<file path="src/rtl/umi_regif_pipe.sv">
// Pipelined UMI-to-register bridge with RDLAT-deep read pipe and DEPTH-entry response FIFO.
// Optional macro UMI_REGIF_ERR_EN: read/write misses return all-ones responses instead of being dropped.
module umi_regif_pipe #(
    parameter int AW        = 64,
    parameter int CW        = 32,
    parameter int DW        = 256,
    parameter int RW        = 64,
    parameter int RDLAT     = 1,
    parameter int DEPTH     = 4,
    parameter int GRPOFFSET = 24,
    parameter int GRPAW     = 4,
    parameter int GRPID     = 0
) (
    input  logic          clk,
    input  logic          nreset,
    input  logic          udev_req_valid,
    input  logic [CW-1:0] udev_req_cmd,
    input  logic [AW-1:0] udev_req_dstaddr,
    input  logic [AW-1:0] udev_req_srcaddr,
    input  logic [DW-1:0] udev_req_data,
    output logic          udev_req_ready,
    output logic          udev_resp_valid,
    output logic [CW-1:0] udev_resp_cmd,
    output logic [AW-1:0] udev_resp_dstaddr,
    output logic [AW-1:0] udev_resp_srcaddr,
    output logic [DW-1:0] udev_resp_data,
    input  logic          udev_resp_ready,
    output logic [AW-1:0] reg_addr,
    output logic          reg_write,
    output logic          reg_read,
    output logic [7:0]    reg_cmd,
    output logic [3:0]    reg_size,
    output logic [RW-1:0] reg_wrdata,
    input  logic [RW-1:0] reg_rddata
);

    localparam int PW = $clog2(DEPTH) + 1;
    localparam int IW = (DEPTH > 1) ? $clog2(DEPTH) : 1;
    localparam logic [2:0] MAXSIZE = 3'($clog2(RW / 8));
    localparam logic [4:0] UMI_REQ_READ   = 5'h01;
    localparam logic [4:0] UMI_REQ_WRITE  = 5'h03;
    localparam logic [4:0] UMI_REQ_POSTED = 5'h05;
    localparam logic [4:0] UMI_RESP_READ  = 5'h02;
    localparam logic [4:0] UMI_RESP_WRITE = 5'h04;

    typedef struct packed {
        logic          rd;
`ifdef UMI_REGIF_ERR_EN
        logic          err;
`endif
        logic [CW-1:0] cmd;
        logic [AW-1:0] src;
        logic [AW-1:0] dst;
    } meta_t;

    logic [4:0]    opcode;
    logic [2:0]    size;
    logic          op_rd, op_wr, op_po;
    logic          grp_hit, hit, accept;
    logic          vld_p0, vld_px;
    meta_t         meta_p0, meta_px;
    logic [PW-1:0] credits;
    logic          init_done;
    logic [PW-1:0] wr_ptr, rd_ptr;
    logic          pop;
    logic [CW-1:0] push_cmd;
    logic [DW-1:0] push_data;

    logic [CW-1:0] cmd_mem  [DEPTH];
    logic [AW-1:0] dst_mem  [DEPTH];
    logic [AW-1:0] src_mem  [DEPTH];
    logic [DW-1:0] data_mem [DEPTH];

    // Stage p0: decode and strobe generation in the accept cycle
    assign opcode  = udev_req_cmd[4:0];
    assign size    = udev_req_cmd[7:5];
    assign op_rd   = (opcode == UMI_REQ_READ);
    assign op_wr   = (opcode == UMI_REQ_WRITE);
    assign op_po   = (opcode == UMI_REQ_POSTED);
    assign grp_hit = (udev_req_dstaddr[GRPOFFSET +: GRPAW] == GRPAW'(GRPID));
    assign hit     = grp_hit & (size <= MAXSIZE) & (op_rd | op_wr | op_po);

    // Ready is derived from registered state only, never from udev_req_valid
    assign udev_req_ready = init_done & (credits < PW'(DEPTH));
    assign accept         = udev_req_valid & udev_req_ready;

    assign reg_read   = accept & hit & op_rd;
    assign reg_write  = accept & hit & (op_wr | op_po);
    assign reg_addr   = udev_req_dstaddr;
    assign reg_cmd    = {3'b000, opcode};
    assign reg_size   = {1'b0, size};
    assign reg_wrdata = udev_req_data[RW-1:0];

`ifdef UMI_REGIF_ERR_EN
    assign vld_p0      = accept & (op_rd | op_wr);
    assign meta_p0.err = ~hit;
`else
    assign vld_p0      = accept & hit & (op_rd | op_wr);
`endif
    assign meta_p0.rd  = op_rd;
    assign meta_p0.cmd = udev_req_cmd;
    assign meta_p0.src = udev_req_srcaddr;
    assign meta_p0.dst = udev_req_dstaddr;

    // Stages p1/p2: align response metadata with reg_rddata
    generate
        if (RDLAT == 0) begin : g_lat0
            assign vld_px  = vld_p0;
            assign meta_px = meta_p0;
        end else if (RDLAT == 1) begin : g_lat1
            logic  vld_p1;
            meta_t meta_p1;
            always_ff @(posedge clk or negedge nreset) begin
                if (!nreset) vld_p1 <= 1'b0;
                else         vld_p1 <= vld_p0;
            end
            always_ff @(posedge clk) begin
                meta_p1 <= meta_p0;
            end
            assign vld_px  = vld_p1;
            assign meta_px = meta_p1;
        end else begin : g_lat2
            logic  vld_p1, vld_p2;
            meta_t meta_p1, meta_p2;
            always_ff @(posedge clk or negedge nreset) begin
                if (!nreset) begin
                    vld_p1 <= 1'b0;
                    vld_p2 <= 1'b0;
                end else begin
                    vld_p1 <= vld_p0;
                    vld_p2 <= vld_p1;
                end
            end
            always_ff @(posedge clk) begin
                meta_p1 <= meta_p0;
                meta_p2 <= meta_p1;
            end
            assign vld_px  = vld_p2;
            assign meta_px = meta_p2;
        end
    endgenerate

    // Pipe exit: build the response that enters the FIFO
    always_comb begin
        push_cmd  = {meta_px.cmd[CW-1:5], meta_px.rd ? UMI_RESP_READ : UMI_RESP_WRITE};
        push_data = meta_px.rd ? {(DW / RW){reg_rddata}} : '0;
`ifdef UMI_REGIF_ERR_EN
        if (meta_px.err) push_data = '1;
`endif
    end

    assign udev_resp_valid   = (wr_ptr != rd_ptr);
    assign pop               = udev_resp_valid & udev_resp_ready;
    assign udev_resp_cmd     = cmd_mem[IW'(rd_ptr)];
    assign udev_resp_dstaddr = dst_mem[IW'(rd_ptr)];
    assign udev_resp_srcaddr = src_mem[IW'(rd_ptr)];
    assign udev_resp_data    = data_mem[IW'(rd_ptr)];

    // Credits cover FIFO occupancy plus pipe contents, so a push never overflows
    always_ff @(posedge clk or negedge nreset) begin
        if (!nreset) begin
            init_done <= 1'b0;
            credits   <= '0;
            wr_ptr    <= '0;
            rd_ptr    <= '0;
        end else begin
            init_done <= 1'b1;
            credits   <= credits + PW'(vld_p0) - PW'(pop);
            if (vld_px) wr_ptr <= wr_ptr + 1'b1;
            if (pop)    rd_ptr <= rd_ptr + 1'b1;
        end
    end

    always_ff @(posedge clk) begin
        if (vld_px) begin
            cmd_mem[IW'(wr_ptr)]  <= push_cmd;
            dst_mem[IW'(wr_ptr)]  <= meta_px.src;
            src_mem[IW'(wr_ptr)]  <= meta_px.dst;
            data_mem[IW'(wr_ptr)] <= push_data;
        end
    end

endmodule

</file>
<file path="config.mk">
export PLATFORM = sky130hd
export DESIGN_NAME = umi_regif_pipe
export DESIGN_NICKNAME = d
export VERILOG_FILES = /design/src/rtl/umi_regif_pipe.sv
export SDC_FILE = /design/constraint.sdc
export NUM_CORES = 1
export LEC_CHECK = 0
export CORE_AREA = 2 2 409 411
export DETAILED_ROUTE_END_ITERATION = 8
export DIE_AREA = 0 0 411 413
export GPL_TIMING_DRIVEN = 0
export PLACE_DENSITY = 0.57
export SYNTH_ARGS = -nofsm -noshare
export SYNTH_HDL_FRONTEND = slang
export SYNTH_SLANG_ARGS = --single-unit
</file>
<file path="constraint.sdc">
create_clock -name clk -period 16 [get_ports clk]
set_input_delay 1.6 -clock clk [delete_from_list [all_inputs] [get_ports clk]]
set_output_delay 1.6 -clock clk [all_outputs]
set_load 0.03 [all_outputs]
</file>
==> out/metrics.cfg <==
[outcome]
outcome = complete, no violations

[yosys]
ys_ff_latch = 1051
yosysSeqAreaShare = 0.7749
synthTopCellsByArea = edfxtp_1 (69%), mux4_2 (13%), dfxtp_1 (8.1%)
synth_top_area_frac = 0.6870
synth-main-ff-cell = edfxtp_1
syn_area_um2 = 38640
synth.most_common_cell = edfxtp_1
synth_cell_types = 31
syn_area_per_cell_um2 = 21.63
synthArstFlopShare = 0.01047
synthCells = 1786
ys_warn_count = 0
synth_common_cells = edfxtp_1 (884), buf_4 (335), mux4_2 (221), dfxtp_1 (156), and2_1 (68)
synth-edff-count = 884
netlist.top_cell.by_area = edfxtp_1

[routing]
wl_met3_um = 10940
post_drt_wl_per_cell_um = 21.15
drtIter0Drc = 1030
wl_met1_um = 42190
ant_nets = 0
drt_wl_total_um = 105900
post-route-drc-count = 0
vias = 19250
wl_met2_um = 50120
routed.top_layer = met5
via_per_inst = 3.844
drt_pass1_iterations = 5

[placement]
gp_congestion = 0.7490
dpl.hpwl_um = 75650
post-place-ws_ns = 10.65
io_buffers = 780

[finish]
areaGrowthSynthToFinish_pct = 38.40
drive_gt1_frac = 0.2848
fillers = 16040
fin_util = 0.3223
nets = 3197

[timing]
finalCritPeriodShare = 0.3327
setup_ws_ns = 10.68
slew_headroom = 0.3657
min_period_ns = 5.324
fmax_mhz = 187.8
setup_viol = 0
rsz0062_at_grt = no
fin_setup_tns_ns = 0
final_hold_viol_count = 0
max_slew.worst_pin.slew_ns = 0.9514
slew_viol_final = 0
finClkSkew_ns = 0.04059

[clocking]
cts_buffers = 112
post_cts_resized = 0
clk-insertion-delay-late_ns = 0.72
htree_levels = 3
postCtsHoldBufs = 0
postCtsSetupRepairBufs = 0
path_clk_slew_ns = 0.06
clockBufferDepth = 3
cts_tree = done
clock-sinks = 1051
root_buffer = clkbuf_16

[grt]
grt_pass1_wl_um = 146800
track_usage = 0.1214
gr-total-overflow = 0
antenna_found_initial = 23
grt_max_degree = 54
grt_pass1_vias = 19820

[setup_path]
worst-path-max-fanout = 3
critPathKind = input port to output port
r2r_end = dst_mem[0][9]
r2r-start = wr_ptr[0]
end_kind = output port
r2r_slack_ns = 13.28
crit_arrival_ns = 3.72
worstSetupStartpointType = input port
cp_data_required_time_ns = 14.40
rr_worst_depth = 6

[die]
die_area_um2 = 169700
core-area_um2 = 165900
die_y_um = 413
initial_core_util = 0.2329
die_w_um = 411
fp-row-count = 150
io_pins = 1044

[worst_hold_path]
min_path_type = flip-flop to flip-flop
min-delay-start = g_lat1.meta_p1[110]
holdPathStages = 0
hold_path_end = dst_mem[0][46]

[power_and_ir_drop]
vdd_ir_drop_max_v = 0.00009614
p_leak_nw = 18.02
power.density_nw_per_um2 = 163.2

[job]
cap_violations = 0

-- worst max-delay path by stage --
stage                     slack, ns                 start  cells after the start             endpoint
after global routing          10.48             rd_ptr[1]                      6  udev_resp_data[124]
after floorplan                9.70             wr_ptr[0]                      3       cmd_mem[2][10]
after CTS                     10.36             rd_ptr[1]                      5   udev_resp_data[28]
after global placement         4.44             wr_ptr[0]                      3       dst_mem[0][13]
final                         10.68  udev_req_dstaddr[24]                      5             reg_read
after detailed placement      10.65  udev_req_dstaddr[25]                      5             reg_read
-- kinds of logic (layout without fill, tap and decap cells) --
family          Yosys count  count (layout)  share of synthesized area
mux                     221             221                     0.1288
buf+inv                 400            1410                    0.07610
compound gates            6               6                   0.001133
other cells               2              11                  0.0001944
simple gates             89              89                    0.01379
fa+ha+maj                 8               8                   0.002785
flops                  1051            1051                     0.7749
xor+xnor                  9               9                   0.002234
-- flip-flops by register name (all words and copies together) (netlist names) --
name / count
wr_ptr: 3
credits: 3
g_lat1.vld_p1: 1
cmd_mem: 116
src_mem: 256
rd_ptr: 3
dst_mem: 256
g_lat1.meta_p1: 156
data_mem: 256
init_done: 1
-- worst max-delay path, stage by stage --
cell and delay (ns):
clkdlybuf4s50_1 0.57, nor4_1 0.32, nand4b_1 0.30, nor3_1 0.22
clkdlybuf4s50_1 0.71
-- through the flow --
stage	instances	hold WS (ns)	total power, mW	area, um2
2_1_floorplan	1792	0.4383	4.959	38660
3_3_place_gp	4776	0.4508	6.268	49230
3_5_place_dp	4795	0.4609	6.268	49750
4_1_cts	5006	0.4644	8.881	53470
5_1_grt	5006	0.4880	9.069	53470
6_report	5009	0.4693	8.726	53480
-- cell type report --
| class | count | area [um2] | area share |
|---|---|---|---|
| Sequential cell | 1051 | 29940 | 0.5599 |
| Timing Repair Buffer | 799 | 8315 | 0.1555 |
| Multi-Input combinational cell | 341 | 5788 | 0.1082 |
| Clock buffer | 156 | 3161 | 0.05910 |
| Buffer | 392 | 2912 | 0.05444 |
| Tap cell | 2204 | 2758 | 0.05157 |
| Clock inverter | 55 | 563.0 | 0.01053 |
| Inverter | 8 | 30.03 | 0.0005615 |
| Antenna cell | 3 | 7.507 | 0.0001404 |
-- layer usage --
layer | vias to the layer above | GRT usage
met2 | 741 | 0.1972
met5 | - | 0
met1 | 9768 | 0.1458
met4 | 38 | 0.03695
li1 | 8542 | -
met3 | 165 | 0.05131
-- where the power goes --
group / total, mW / internal, mW / switching (mW)
sequential: 3.01 / 2.98 / 0.0248
clock: 2.58 / 1.50 / 1.08
combinational: 3.14 / 1.40 / 1.74
total: 8.73 / 5.88 / 2.84
-- placed cells by master (no fill, tap or decap), types with 13 or more instances in the layout --
cell / count
and2_1: 64
buf_4: 335
buf_16: 17
clkbuf_1: 38
mux4_2: 221
buf_6: 20
clkinv_1: 13
clkbuf_8: 15
clkbuf_16: 114
edfxtp_1: 884
dfxtp_1: 156
clkdlybuf4s50_1: 780
buf_2: 25
clkinv_2: 13
Note: power is estimated with default switching activity, not from simulation.
